File: src/rtl/sht40_pkg.sv
// Shared constants and FSM state encoding for the SHT40 measurement sequencer.
package sht40_pkg;

    typedef enum logic [3:0] {
        ST_IDLE        = 4'd0,
        ST_CMD_REQ     = 4'd1,
        ST_CMD_WAIT    = 4'd2,
        ST_CONV_WAIT   = 4'd3,
        ST_RD_REQ      = 4'd4,
        ST_RD_WAIT     = 4'd5,
        ST_RETRY       = 4'd6,
        ST_DONE        = 4'd7,
        ST_ERROR       = 4'd8,
        ST_PERIOD_WAIT = 4'd9
    } state_e;

    localparam logic [2:0]  MASTER_IDLE_DEF    = 3'b000;
    localparam logic [6:0]  SENSOR_ADDR_DEF    = 7'h44;
    localparam logic [7:0]  MEAS_CMD_DEF       = 8'hFD;
    localparam logic [23:0] CONV_CYCLES_DEF    = 24'd850000;
    localparam logic [23:0] PERIOD_CYCLES_DEF  = 24'd1000000;
    localparam logic [23:0] TIMEOUT_CYCLES_DEF = 24'd200000;
    localparam logic [1:0]  MAX_RETRIES_DEF    = 2'd3;

endpackage

File: src/rtl/sht40_wait_timer.sv
// Loadable 24-bit down-counter; saturates at zero and flags it.
module sht40_wait_timer (
    input  logic        clk,
    input  logic        rst_n,
    input  logic        srst,
    input  logic        load,
    input  logic [23:0] load_value,
    output logic        zero
);

    logic [23:0] count_r;

    // Count register: a load always wins, otherwise step toward zero and stop there
    always_ff @(posedge clk or negedge rst_n) begin
        if (!rst_n) begin
            count_r <= 24'd0;
        end else if (srst) begin
            count_r <= 24'd0;
        end else if (load) begin
            count_r <= load_value;
        end else if (count_r != 24'd0) begin
            count_r <= count_r - 24'd1;
        end else begin
            count_r <= count_r;
        end
    end

    assign zero = (count_r == 24'd0);

endmodule

File: src/rtl/sht40_meas_ctrl.sv
// Sequences write/convert/read transactions through i2c_master + i2c_sht40,
// retrying on CRC error or bus timeout, single-shot or periodic.
module sht40_meas_ctrl
    import sht40_pkg::*;
#(
    parameter logic [6:0]  SENSOR_ADDR    = SENSOR_ADDR_DEF,
    parameter logic [7:0]  MEAS_CMD       = MEAS_CMD_DEF,
    parameter logic [23:0] CONV_CYCLES    = CONV_CYCLES_DEF,
    parameter logic [23:0] PERIOD_CYCLES  = PERIOD_CYCLES_DEF,
    parameter logic [23:0] TIMEOUT_CYCLES = TIMEOUT_CYCLES_DEF,
    parameter logic [1:0]  MAX_RETRIES    = MAX_RETRIES_DEF,
    parameter logic [2:0]  MASTER_IDLE    = MASTER_IDLE_DEF
) (
    input  logic        clk,
    input  logic        Reset_N,
    input  logic        srst,
    input  logic        Start,
    input  logic        Auto_Mode,
    input  logic [2:0]  Master_State_Out,
    input  logic        Temp_Ready_Out,
    input  logic        RH_Ready_Out,
    input  logic        CRC_Error_Out,
    input  logic [15:0] Temperature_Output,
    input  logic [15:0] Humidity_Output,
    output logic        Processor_Ready,
    output logic        i2c_writes,
    output logic [6:0]  Peripheral_Address,
    output logic [7:0]  Command_Data_Frames,
    output logic [15:0] Temp_Raw,
    output logic [15:0] RH_Raw,
    output logic        Sample_Valid,
    output logic        Sample_Error,
    output logic [1:0]  Retry_Count,
    output logic        Busy
);

    state_e      state_r, state_s;
    logic        auto_d_r, t_seen_r, rh_seen_r;
    logic [15:0] temp_cap_r, rh_cap_r, temp_sel_s, rh_sel_s;
    logic        t_seen_s, rh_seen_s, master_idle_s, zero_s, load_s;
    logic [23:0] load_value_s;

    assign Peripheral_Address  = SENSOR_ADDR;
    assign Command_Data_Frames = MEAS_CMD;
    assign master_idle_s       = (Master_State_Out == MASTER_IDLE);
    assign t_seen_s            = t_seen_r | Temp_Ready_Out;
    assign rh_seen_s           = rh_seen_r | RH_Ready_Out;

    sht40_wait_timer u_timer (
        .clk        (clk),
        .rst_n      (Reset_N),
        .srst       (srst),
        .load       (load_s),
        .load_value (load_value_s),
        .zero       (zero_s)
    );

    // Next-state logic; handshake completion is tested ahead of the timeout
    always_comb begin
        state_s = state_r;
        case (state_r)
            ST_IDLE: begin
                if (Start || (Auto_Mode && !auto_d_r)) state_s = ST_CMD_REQ;
                else                                   state_s = ST_IDLE;
            end
            ST_CMD_REQ: begin
                if (!master_idle_s) state_s = ST_CMD_WAIT;
                else if (zero_s)    state_s = ST_RETRY;
                else                state_s = ST_CMD_REQ;
            end
            ST_CMD_WAIT: begin
                if (master_idle_s) state_s = ST_CONV_WAIT;
                else if (zero_s)   state_s = ST_RETRY;
                else               state_s = ST_CMD_WAIT;
            end
            ST_CONV_WAIT: begin
                if (zero_s) state_s = ST_RD_REQ;
                else        state_s = ST_CONV_WAIT;
            end
            ST_RD_REQ: begin
                if (!master_idle_s) state_s = ST_RD_WAIT;
                else if (zero_s)    state_s = ST_RETRY;
                else                state_s = ST_RD_REQ;
            end
            ST_RD_WAIT: begin
                if (CRC_Error_Out)                               state_s = ST_RETRY;
                else if (t_seen_s && rh_seen_s && master_idle_s) state_s = ST_DONE;
                else if (zero_s)                                 state_s = ST_RETRY;
                else                                             state_s = ST_RD_WAIT;
            end
            ST_RETRY: begin
                if (Retry_Count == MAX_RETRIES) state_s = ST_ERROR;
                else                            state_s = ST_CMD_REQ;
            end
            ST_DONE, ST_ERROR: begin
                if (Auto_Mode) state_s = ST_PERIOD_WAIT;
                else           state_s = ST_IDLE;
            end
            ST_PERIOD_WAIT: begin
                if (!Auto_Mode)  state_s = ST_IDLE;
                else if (zero_s) state_s = ST_CMD_REQ;
                else             state_s = ST_PERIOD_WAIT;
            end
            default: state_s = ST_IDLE;
        endcase
    end

    // Shared timer is reloaded only on entry to a state that waits on it
    always_comb begin
        load_s       = 1'b0;
        load_value_s = 24'd0;
        if (state_s != state_r) begin
            case (state_s)
                ST_CMD_REQ, ST_CMD_WAIT, ST_RD_REQ, ST_RD_WAIT: begin
                    load_s       = 1'b1;
                    load_value_s = TIMEOUT_CYCLES;
                end
                ST_CONV_WAIT: begin
                    load_s       = 1'b1;
                    load_value_s = CONV_CYCLES;
                end
                ST_PERIOD_WAIT: begin
                    load_s       = 1'b1;
                    load_value_s = PERIOD_CYCLES;
                end
                default: begin
                    load_s       = 1'b0;
                    load_value_s = 24'd0;
                end
            endcase
        end else begin
            load_s       = 1'b0;
            load_value_s = 24'd0;
        end
    end

    // A word arriving in the completing cycle bypasses the capture register
    always_comb begin
        temp_sel_s = temp_cap_r;
        rh_sel_s   = rh_cap_r;
        if (Temp_Ready_Out) temp_sel_s = Temperature_Output;
        else                temp_sel_s = temp_cap_r;
        if (RH_Ready_Out) rh_sel_s = Humidity_Output;
        else              rh_sel_s = rh_cap_r;
    end

    // State register and outputs, all decoded from the upcoming state
    always_ff @(posedge clk or negedge Reset_N) begin
        if (!Reset_N) begin
            state_r         <= ST_IDLE;
            auto_d_r        <= 1'b0;
            Processor_Ready <= 1'b0;
            i2c_writes      <= 1'b1;
            Busy            <= 1'b0;
            Sample_Valid    <= 1'b0;
            Sample_Error    <= 1'b0;
            Retry_Count     <= 2'd0;
            Temp_Raw        <= 16'd0;
            RH_Raw          <= 16'd0;
        end else if (srst) begin
            state_r         <= ST_IDLE;
            auto_d_r        <= 1'b0;
            Processor_Ready <= 1'b0;
            i2c_writes      <= 1'b1;
            Busy            <= 1'b0;
            Sample_Valid    <= 1'b0;
            Sample_Error    <= 1'b0;
            Retry_Count     <= 2'd0;
            Temp_Raw        <= 16'd0;
            RH_Raw          <= 16'd0;
        end else begin
            state_r         <= state_s;
            auto_d_r        <= Auto_Mode;
            Processor_Ready <= (state_s == ST_CMD_REQ) || (state_s == ST_RD_REQ);
            i2c_writes      <= !((state_s == ST_RD_REQ) || (state_s == ST_RD_WAIT));
            Busy            <= (state_s != ST_IDLE);
            Sample_Valid    <= (state_s == ST_DONE);
            Sample_Error    <= (state_s == ST_ERROR);
            if ((state_s == ST_DONE) || (state_s == ST_ERROR)) begin
                Retry_Count <= 2'd0;
            end else if ((state_r == ST_RETRY) && (state_s == ST_CMD_REQ)) begin
                Retry_Count <= Retry_Count + 2'd1;
            end else begin
                Retry_Count <= Retry_Count;
            end
            if (state_s == ST_DONE) begin
                Temp_Raw <= temp_sel_s;
                RH_Raw   <= rh_sel_s;
            end else begin
                Temp_Raw <= Temp_Raw;
                RH_Raw   <= RH_Raw;
            end
        end
    end

    // Sticky ready flags and captured words for the read in flight
    always_ff @(posedge clk or negedge Reset_N) begin
        if (!Reset_N) begin
            t_seen_r   <= 1'b0;
            rh_seen_r  <= 1'b0;
            temp_cap_r <= 16'd0;
            rh_cap_r   <= 16'd0;
        end else if (srst) begin
            t_seen_r   <= 1'b0;
            rh_seen_r  <= 1'b0;
            temp_cap_r <= 16'd0;
            rh_cap_r   <= 16'd0;
        end else if (state_s == ST_RD_REQ) begin
            t_seen_r   <= 1'b0;
            rh_seen_r  <= 1'b0;
            temp_cap_r <= temp_cap_r;
            rh_cap_r   <= rh_cap_r;
        end else if (state_r == ST_RD_WAIT) begin
            t_seen_r   <= t_seen_s;
            rh_seen_r  <= rh_seen_s;
            temp_cap_r <= temp_sel_s;
            rh_cap_r   <= rh_sel_s;
        end else begin
            t_seen_r   <= t_seen_r;
            rh_seen_r  <= rh_seen_r;
            temp_cap_r <= temp_cap_r;
            rh_cap_r   <= rh_cap_r;
        end
    end

endmodule

File: config.mk
export PLATFORM = sky130hd
export DESIGN_NAME = sht40_meas_ctrl
export DESIGN_NICKNAME = d
export VERILOG_FILES = /design/src/rtl/sht40_pkg.sv /design/src/rtl/sht40_wait_timer.sv /design/src/rtl/sht40_meas_ctrl.sv
export SDC_FILE = /design/constraint.sdc
export NUM_CORES = 1
export LEC_CHECK = 0
export ABC_AREA = 1
export ABC_CLOCK_PERIOD_IN_PS = 3300
export CORE_MARGIN = 10
export CORE_UTILIZATION = 40
export DETAILED_ROUTE_END_ITERATION = 16
export PLACE_DENSITY_LB_ADDON = 0.08
export SYNTH_ARGS = -nofsm -noshare
export SYNTH_HDL_FRONTEND = slang
export SYNTH_HIERARCHICAL = 1
export SYNTH_SLANG_ARGS = --single-unit
File: constraint.sdc
create_clock -name clk -period 3.3 [get_ports clk]
set_input_delay 0.825 -clock clk [delete_from_list [all_inputs] [get_ports clk]]
set_output_delay 0.825 -clock clk [all_outputs]
set_load 0.03 [all_outputs]
# Yosys cells after proc, flatten, opt, wreduce, memory -nomap -nowiden
# Index checks and enable logic that the tools add are counted.
dict set report op_classes {
  div_mod_pow 0
  order_cmp 0
  n_shift 0
  mul 0
  addsub 2
  n_eq_ne 20
  reduce_logical 24
  muxes 51
  bitwise_logic 2
}
# op n
set op_table {}
lappend op_table {{two-way mux 16 bit} 12}
lappend op_table {{two-way mux 24 bit} 4}
lappend op_table {{case mux 20 bit (3 select lines)} 1}
lappend op_table {{case mux 4 bit (9 select lines)} 1}
lappend op_table {{equality test 4 x 3 -> 1 bit (second input constant)} 7}
lappend op_table {{zero test 24 bit} 1}
lappend op_table {{nonzero test 24 bit} 1}
lappend op_table {{subtractor 24 x 1 -> 24 bit (second input constant)} 1}
lappend op_table {{two-way mux 4 bit} 5}
lappend op_table {{equality test 4 x 2 -> 1 bit (second input constant)} 4}
lappend op_table {{equality test 4 bit (second input constant)} 4}
lappend op_table {{two-way mux 2 bit} 8}
lappend op_table {{two-way mux 1 bit} 15}
lappend op_table {{two-way mux 3 bit} 5}
lappend op_table {{nonzero test 3 bit} 3}
lappend op_table {{equality test 4 x 1 -> 1 bit (second input constant)} 2}
lappend op_table {{OR reduction 6 bit} 1}
lappend op_table {{logical AND 1 bit} 4}
lappend op_table {{zero test 4 bit} 1}
lappend op_table {{logical OR 1 bit} 4}
lappend op_table {{inequality test 4 bit} 1}
lappend op_table {{nonzero test 2 bit} 2}
lappend op_table {{nonzero test 4 bit} 1}
lappend op_table {{OR reduction 4 bit} 1}
lappend op_table {{other kinds (8)} 10}
dict set report word_totals {
  ff_bits 102
  ram_bits 0
  elab_cells 114
  inputBits 43
  out_inout_bits 54
  mem_count 0
  romBits 0
  latch_bits 0
}

# Logic depth before layout (Yosys ltp)
# Gate-level depths: netlist (run 1).
dict set report depth {
  word_depth 12
  ltp_mapped 22
}

# Hierarchy
# Netlist (run 1), hierarchy kept.
# module cells_each seq_area_each_um2 instances area_each_um2
set modules_own_cells {}
lappend modules_own_cells {sht40_meas_ctrl 537 1953.1 1 4061.4}
lappend modules_own_cells {sht40_wait_timer 278 600.6 1 1813.0}

# Worst setup path before layout (run 1)
# Ideal clock, no wire load.
dict set report synth_path {
  path_type {reg2reg}
  startpoint {register u_timer.count_r[0]}
  endpoint {register u_timer.count_r[4]}
  t_arrival_ps 2795
  path_stages_with_launch 22
  n_path_buf 2
  path_slack_ps 384
  cell_sequence {dfrtp_1 inv_1 ha_1 nand2_1 nor2_1 nand2_2 nor4_1 clkbuf_2 inv_1 nor2_1 a21oi_1 nand2_2 nor2_1 nand3_1 nand3_1 nand2_2 nand2_1 clkinv_1 clkbuf_1 o21ai_0 o22ai_1 nor2_2}
}
dict set report synth_between {
  elab_chain_len 11
  word_cells_on_any_way 33
  classes_between {add/sub (1); eq/ne (7); mux (20); reduce/logical (5)}
}
# item line
set synth_lines {}
lappend synth_lines {{from (decl)} sht40_wait_timer.sv:11} ;# logic [23:0] count_r;
lappend synth_lines {{from (signal assigned)} sht40_wait_timer.sv:20} ;# count_r <= load_value;
lappend synth_lines {{from (signal assigned)} sht40_wait_timer.sv:22} ;# count_r <= count_r - 24'd1;
lappend synth_lines {{from (signal assigned)} sht40_wait_timer.sv:24} ;# count_r <= count_r;
lappend synth_lines {{zero test 24 bit *} sht40_wait_timer.sv:28} ;# assign zero = (count_r == 24'd0);
lappend synth_lines {{named net zero_s} sht40_meas_ctrl.sv:40} ;# logic t_seen_s, rh_seen_s, master_idle_s, zero_s, load_s;
lappend synth_lines {{two-way mux 2 bit} sht40_meas_ctrl.sv:88} ;# else if (zero_s) state_s = ST_RETRY;
lappend synth_lines {{two-way mux 2 bit} sht40_meas_ctrl.sv:87} ;# else if (t_seen_s && rh_seen_s && master_idle_s) state_s = ST_DONE;
lappend synth_lines {{two-way mux 2 bit} sht40_meas_ctrl.sv:86} ;# if (CRC_Error_Out) state_s = ST_RETRY;
lappend synth_lines {{case mux 4 bit (9 select lines) *} sht40_meas_ctrl.sv:61} ;# case (state_r)
lappend synth_lines {{equality test 4 x 1 -> 1 bit (tied with other cells)} sht40_meas_ctrl.sv:113} ;# case (state_s)
lappend synth_lines {{OR reduction 6 bit (no source line)} n/a}
lappend synth_lines {{two-way mux 1 bit} sht40_meas_ctrl.sv:113}
lappend synth_lines {{two-way mux 1 bit *} sht40_meas_ctrl.sv:112} ;# if (state_s != state_r) begin
lappend synth_lines {{named net load_s} sht40_meas_ctrl.sv:40}
lappend synth_lines {{two-way mux 24 bit} sht40_wait_timer.sv:19} ;# end else if (load) begin
lappend synth_lines {{two-way mux 24 bit} sht40_wait_timer.sv:17} ;# end else if (srst) begin
# The timed path passes the listed nets; every way through them passes the cells marked *. The select of a mux whose other input is x is not followed.
# A chain may end at the register's enable or synchronous reset.

# Final worst setup path (run 1)
dict set report layout_path {
  startpoint {register u_timer.count_r[1]}
  endpoint {register u_timer.count_r[22]}
}
# Same word-level chain as after synthesis.

==> results of run 1 <==
-- state kept, by name (all words and copies together) (netlist names) --
signal,flops
temp_cap_r,16
t_seen_r,1
rh_seen_r,1
Temp_Raw,16
i2c_writes,1
Retry_Count,2
Busy,1
state_r,4
Sample_Error,1
RH_Raw,16
u_timer/count_r,24
rh_cap_r,16
Sample_Valid,1
auto_d_r,1
Processor_Ready,1
-- metal layers --
metal  routed length [um]  track usage, %  vias up
met5                    0               0        -
met1                 7290            20.3     2547
li1                     -               -     2752
met4                  248            4.57        0
met2                 7550            26.5      114
met3                  863            5.04       19
-- path summary, 6_finish.rpt --
kind                            depth (start not counted)          startpoint             endpoint  slack [ns]
worst max register to register                         21  u_timer/count_r[1]  u_timer/count_r[22]        0.24
worst max-delay path                                   21  u_timer/count_r[1]  u_timer/count_r[22]        0.24
worst min-delay path                                    1             Reset_N  u_timer/count_r[11]        0.33
worst min register to register                          2           RH_Raw[7]            RH_Raw[7]        0.51
min in group clk                                        2           RH_Raw[7]            RH_Raw[7]        0.51
max in group asynchronous                               2             Reset_N  u_timer/count_r[14]        2.18
-- area by class of cell --
| class | instances | area [um2] | share of cell area, % |
|---|---|---|---|
| multi-input cells | 598 | 2800 | 38.5 |
| well taps | 184 | 230 | 3.16 |
| clock buffers | 9 | 225 | 3.10 |
| inverters | 90 | 338 | 4.64 |
| clock inverters | 7 | 55.1 | 0.757 |
| repair buffers | 111 | 1070 | 14.7 |
| flip-flops and latches | 102 | 2550 | 35.1 |
-- kinds of logic after synthesis --
logic type	count (synthesis)	share of synthesized area, %
fa+ha+maj	3	0.639
simple gates	431	32.4
buf+inv	138	10.9
compound gates	138	12.3
xor+xnor	1	0.149
flops	102	43.5
other cells	2	0.128
-- through the flow --
stage | util, % | setup slack (ns) | hold slack [ns] | total power, W
4_1_cts | 49.9 | 0.00177 | 0.326 | 0.00495
6_report | 50.3 | 0.243 | 0.332 | 0.00494
2_1_floorplan | - | 0.384 | 0.488 | 0.00318
5_1_grt | 50.3 | 0.000501 | 0.328 | 0.00536
3_5_place_dp | 48.0 | -0.0738 | 0.493 | 0.00389
3_3_place_gp | 48.0 | 0.0415 | 0.496 | 0.00384
-- worst max-delay path, delay by kind of cell (launching register included) --
kind,cells,cell delay [ns]
adders and majority gates,1,0.18
buffers and inverters,6,0.80
and+or+nand+nor,13,1.47
AOI/OAI and AO/OA,1,0.11
DFF,1,0.39
-- timing repair --
item / in CTS / in global routing
setup endpoints to repair: 0 / 24
setup buffers: 0 / 2
gates resized for setup: 0 / 10
-- power groups by stage --
stage	combinational (W)	sequential [W]	clock, W
after floorplan	0.00152	0.00166	0
after global placement	0.00223	0.00161	0
after detailed placement	0.00228	0.00161	0
after CTS	0.00228	0.00159	0.00108
after global routing	0.00262	0.00162	0.00112
final	0.00231	0.00159	0.00104
-- cells in the final DEF (no fill, tap or decap), types with 2 or more instances in the layout --
master / instances
nand2_4: 3
nand3b_1: 4
inv_1: 80
nand2_1: 219
nand3_4: 2
o21ai_0: 75
inv_6: 2
conb_1: 25
nor2_2: 23
buf_4: 28
nand4_1: 6
a21oi_2: 6
nor2_1: 76
or2_2: 9
nand3_1: 73
clkinv_2: 2
o22ai_1: 3
clkdlybuf4s50_1: 80
a21oi_1: 50
ha_1: 3
nand3_2: 3
clkinv_1: 3
clkbuf_16: 9
inv_2: 7
dfrtp_1: 101
nand2_2: 9
o21bai_1: 2
nor3_1: 2
buf_12: 3
==> impl_summary.md, run 1 <==
Logic synthesis
Counting flops with a built-in enable in the synthesized netlist gives 0. After synthesis, the mean cell area works out to 7.21 um2. The synthesized design spends more area on one cell type than any other, namely dfrtp_1. After synthesis, flip-flops and latches occupy 43.5% of the total area. Of all flip-flops after synthesis, the portion carrying an async set or reset was 100%. After synthesis, the netlist uses 36 different library cells. For this run, the leading register cell type out of synthesis is dfrtp_1. The share of Yosys cell area claimed by the top area cell type is 43.0%. In this run the cell area of the synthesized design comes to 5870 um2. In the synthesized netlist, the number of instances is 815. By instance count, the leading cell after synthesis is nand2_1. The Yosys step of the flow raised 6 warnings. In the post-synthesis netlist, the biggest area contributors are dfrtp_1 (43%), nand2_1 (14%), o21ai_0 (6.4%), nand3_1 (6.3%), nor2_1 (5.2%). Counting instances in the post-synthesis netlist gives the leading cell types as nand2_1 (219), dfrtp_1 (101), nor2_1 (82).

The synthesized flop and latch total is 102.

Timing
Setup total negative slack on the finished layout was measured at 0 ns. Setup violations remaining at the end of the flow were counted as 0. The minimum period implied by the final worst setup slack is 3.06 ns. The final count of pins violating max slew is 0.

Between clock sinks in the finished design, the worst skew comes to 0.00691 ns. The final critical-path share of the clock period is 92.6%. The number of hold violations in the final report was 0. At the pin with the least slew margin, the transition time is 0.543 ns. The headroom to the max-slew limit is 63.7%. The maximum frequency from static timing analysis is 327 MHz. Setup repair after global routing left no endpoint under its margin.

Floorplanning
The number of primary I/O pins is 97. The placement row count is 44. The floorplan step set the die height to 141 um. The x dimension of the die is 141 um.

The total die area is 19900 um2. The placeable core region is 14500 um2. The initial core utilization is 40.6%.

Pwr
For this design the total switching power over the nets is 0.00212 W. The combinational share of power is 46.8%. The switching power as a share of total power is 42.9%.

The proportion of power drawn by flip-flops and latches is 32.2%. The part of the power in the clock network is 21.0%. The leakage power total is 3.57 nW. For this design the ratio of total power to cell area is 680 nW/um2. The internal power component is 0.00282 W. The worst-case IR drop observed on VDD is 385 uV.

Place
The congestion estimate from routability-driven global placement came to 0.925. The count of buffers inserted at the top-level ports is 81. Detailed placement ended at an HPWL of 11.3 mm. Once placement finished, the instance area stood at 6950 um2. The total instance count after detailed placement is 1083.

Worst setup path
The signal on the critical path passes through inv_1 > ha_1 > nand2_1 > nor2_2 > nand2_2 > nor4_4 > buf_4 > inv_1 > nor2_2 > a21oi_1 > nand2_2 > buf_4 > nand2_1 > nand3_1 > nand2_2 > nand2_1 > clkinv_1 > buf_12 > or2_2 > nand3_1 > nor2_1. STA classifies the critical path startpoint as a flop. The arrival time at the worst endpoint is 3.30 ns. The largest stage delay on the critical path is 0.39 ns. The slowest stage cell on the critical path is dfrtp_1. The largest fanout of any net on the critical path is 28. At the worst endpoint, the required time is 3.54 ns. The setup path with the least slack is of type reg2reg.

The nature of the critical path endpoint is a flop.

CTS
The CTS buffer count is 9. The H-tree depth is 3. Clock latency on the worst-skew pair, taken at its later pin, is 0.35 ns. CTS saw 102 sinks. The cts-stage hold buffer count is 0. The root buffer selected by CTS is clkbuf_16. The clock slew at the register clock pins of the worst setup and hold paths is 0.07 ns. Counting along the longest clock path gives a buffer depth of 2.

TritonCTS built the clock tree.

Detailed routing
After the first detailed-routing iteration, the DRC count stood at 329. The routed length per placed instance is 14.5 um. The total wire length is 16.0 mm.

After detailed routing, the number of remaining DRC violations is 0. The number of iterations in the first detailed-routing pass is 4. Once detail routing completed, the nets flagged for antenna violations numbered 0. In the routed layout, each cell is associated on average with a via count of 4.93.

The routed layout has 5432 vias.

Layout
With fillers left out, the area of the finished cells amounts to 7280 um2. Of the cells placed in the final design, the portion with a size suffix greater than 1 is 12.2%. The filler cell count is 1473. For this run, the number of standard cells in the final layout without fillers is 1101. The synthesis-to-layout area growth is 23.9%. At the end of the flow, the number of nets in the layout was 958. 0 antenna diodes ended up in the layout.

Global route
The initial antenna violation count is 0. The total overflow left after global routing is 0. The overall global routing resource usage is 16.3%.

Entering global routing, the biggest net connects 65 pins. The first global-routing pass estimated 27.0 mm of wire. The via count of the first global-routing pass is 5455.

Min path
The kind of path behind the tightest hold check is in2async.

Outcome
The flow ran to the end, and the final reports show no timing, DRC or antenna violations.

Flow run
The max-cap violation count is 0.
No activity file was read; power rests on OpenSTA's default activity.
==> run 2, diff against run 1 <==
--- a/config.mk
+++ b/config.mk
@@ -5,7 +5,6 @@
 export SDC_FILE = /design/constraint.sdc
 export NUM_CORES = 1
 export LEC_CHECK = 0
-export ABC_AREA = 1
 export ABC_CLOCK_PERIOD_IN_PS = 3300
 export CORE_MARGIN = 10
 export CORE_UTILIZATION = 40
==> impl_summary.md, run 2 <==
Place
Once detailed placement completed, the half-perimeter wirelength came to 10.5 mm. The count of buffers inserted at the top-level ports is 81. OpenSTA, run right after detailed placement, puts the worst setup slack at -0.435 ns.

The routability congestion estimate is 0.876.

Floorplanning
The placeable core region is 13200 um2. The placement row count is 42. The x dimension of the die is 136 um. For this configuration, the core starts out at a cell density of 41.0%. The die outline height is 136 um. The number of primary I/O pins is 97.

The floorplan step defined a die boundary enclosing 18600 um2.

Timing
The final worst setup slack is -0.276 ns. Of the available clock period, the critical path in the final layout requires 108%. The number of hold violations in the final report was 0. The final count of pins violating max slew is 0. Between clock sinks in the finished design, the worst skew comes to 0.0105 ns. The headroom to the max-slew limit is 52.7%. The worst path in the final design needs a cycle of 3.58 ns, including I/O delays and setup. The slew at the pin closest to its max-slew limit is 0.710 ns. The total setup violations reported at the end of the flow is 24. Setup repair after global routing could not meet its margin everywhere. The maximum frequency from static timing analysis is 280 MHz.

Logic synthesis
The post-synthesis sequential area ratio is 47.1%. After synthesis, the largest area contributor takes up 46.6% of total cell area. The commonest cells after synthesis are nand2_1 (102), dfrtp_1 (101), a21oi_1 (72).

The most common cell in the synthesized netlist is nand2_1. The synthesized design spends more area on one cell type than any other, namely dfrtp_1. The share of synthesized flip-flops with an asynchronous set or reset is 100%. The synthesized flop and latch total is 102.

The cell count after synthesis came out at 576. The netlist uses 60 different library cells. In this run the cell area of the synthesized design comes to 5420 um2. Yosys mapped a number of flops with a built-in enable equal to 0. Yosys printed 6 warnings.

Yosys attributes the largest share of cell area to dfrtp_1 (47%), nand2_1 (7.1%), a21oi_1 (6.6%), mux2i_1 (6.5%), a211oi_1 (4.6%). Among all flip-flop cells after synthesis, the most frequent one is dfrtp_1. A synthesized cell averages 9.42 um2.

CTS
After clock tree synthesis, the clock-pin slew on the worst setup and hold paths is 0.07 ns. The CTS tree is built. No sink is reached through more buffers than the 2 on the longest clock path.

The clock latency on the worst-skew pair is 0.35 ns. The H-tree depth is 3. In this run the clock root is driven by a clkbuf_16. The CTS buffer count is 9. Clock tree synthesis found a total of 102 sinks. The cts-stage hold buffer count is 0.

Worst setup path
The nature of the critical path endpoint is a flop. The worst path buffer plus inverter count is 4. The worst setup path is launched from a flop. The largest fanout of any net on the critical path is 7. The most numerous cell on the critical path is buf_6. The signal on the critical path passes through or4_4 > or3_4 > nor4_4 > buf_4 > nor3b_2 > o211ai_1 > and4_4 > buf_6 > a41o_1 > nor3_4 > o311ai_4 > buf_6 > nor2b_4 > buf_6 > nand2_2 > o21ai_1. For the worst setup path, the data required time is 3.58 ns. The slowest stage of the critical path is the or4_4 cell.

In this design, the stage delay of the slowest critical-path cell is 0.54 ns. Broken down by cell family, the worst path's largest delay share belongs to simple AND/OR/NAND/NOR gates. The worst setup path is of the reg2reg kind. The arrival time at the worst endpoint is 3.86 ns.

Detailed routing
Before antenna repair, the detailed router went through 4 iterations. The mean number of vias per cell is 5.40. After detailed routing, the number of remaining DRC violations is 0. The routed length per placed instance is 18.0 um. For this block, the via count after detailed routing is 4780. The count of routing violations after the opening detailed-route iteration is 350. The detail route stage leaves a number of antenna-violating nets equal to 0. The total wire length is 16.0 mm.

Outcome
The checks that failed: negative setup slack. The run finished, with violations left.

Layout
For this run, the post-layout net count is 753. The number of flip-flops in the largest register is 24. For this run, the share of the core covered by cells in the final layout is 55.9%. The number of antenna diodes in the final layout is 0. The largest register by flop count is u_timer/count_r.

The synthesis-to-layout area growth is 36.4%. In the layout the commonest cells are dfrtp_1 (101), nand2_1 (92), clkdlybuf4s50_1 (79). The commonest non-fill, non-tap cell in the layout is dfrtp_1. The share of layout cells above drive strength 1 is 22.4%.

Flow run
Max-cap violations in this run came to 0.

Pwr
Cell internal power was estimated by the tool at 0.00306 W. The peak supply drop is 313 uV. Net switching is 37.2% of the power. Per report_power, the clock group accounts for 22.2% of the total. Per report_power, the combinational group accounts for 47.0% of the total.

The switching power summed over all nets is 0.00181 W. The leakage power total is 3.11 nW. The proportion of power drawn by flip-flops and latches is 30.9%.

In this run the power density over the cells is 657 nW/um2.

Min path
The kind of path behind the tightest hold check is in2async.

Global route
Global routing used 17.2% of the available tracks. Entering global routing, the biggest net connects 66 pins. The initial antenna violation count is 0. The via count of the first global-routing pass is 4949.

The total overflow reported by the global router is 0. The first global-routing pass estimated 25.8 mm of wire.
run 2: repair_timing:
| action | CTS | global route |
|---|---|---|
| setup buffers | 6 | 7 |
| setup endpoints to repair | 24 | 59 |
| resized for setup | 15 | 45 |
| pin swaps | 6 | 11 |
run 2: path summary, 6_finish.rpt:
check | startpoint | to | slack, ns | depth (start not counted)
max reg2reg | u_timer/count_r[19] | u_timer/count_r[10] | -0.28 | 16
max in group asynchronous | Reset_N | rh_cap_r[8] | 2.08 | 2
min in group clk | t_seen_r | t_seen_r | 0.50 | 1
min | Reset_N | auto_d_r | 0.46 | 1
max | u_timer/count_r[19] | u_timer/count_r[10] | -0.28 | 16
min reg2reg | t_seen_r | t_seen_r | 0.50 | 1
run 2: per-stage QoR:
step	hold WS (ns)	TNS (ns)	instances	total power, W	instance area, um2
global route	0.487	-10.53	886	0.00515	7400
global placement	0.476	-5.74	859	0.00346	6790
CTS	0.467	-4.02	879	0.00466	7160
floorplan	0.464	-5.88	599	0.00286	5610
detailed placement	0.488	-6.51	859	0.00349	6790
finish	0.462	-5.74	886	0.00486	7400
run 2: cell type report:
| class | count | area [um2] |
|---|---|---|
| clock buffers | 9 | 225 |
| clock inverters | 5 | 60.1 |
| fillers | 1217 | 5840 |
| inverters | 6 | 22.5 |
| multi-input cells | 436 | 2900 |
| flip-flops and latches | 102 | 2550 |
| well taps | 176 | 220 |
| repair buffers | 152 | 1420 |
run 2: per-layer routing:
metal  up-vias  GRT usage (%)  wire (um)
li1       2268              -          -
met1      2380           21.6       7000
met2       117           27.9       7760
met3        15           5.35        940
met4         0           4.85        260
met5         -              0          0
run 2: cell families after synthesis:
family          after synthesis  synth area share [%]
mux                          35                  6.46
xor+xnor                     21                  3.39
simple gates                197                  18.0
flops                       102                  47.1
fa+ha+maj                     3                 0.692
other cells                   2                 0.138
buf+inv                      61                  6.00
compound gates              155                  18.2
run 2: power groups by stage:
stage / Clock (W) / Combinational, W / Sequential, W
after CTS: 0.00110 / 0.00206 / 0.00150
after floorplan: 0 / 0.00132 / 0.00154
after global placement: 0 / 0.00194 / 0.00151
final: 0.00108 / 0.00228 / 0.00150
after global routing: 0.00115 / 0.00248 / 0.00152
after detailed placement: 0 / 0.00197 / 0.00152
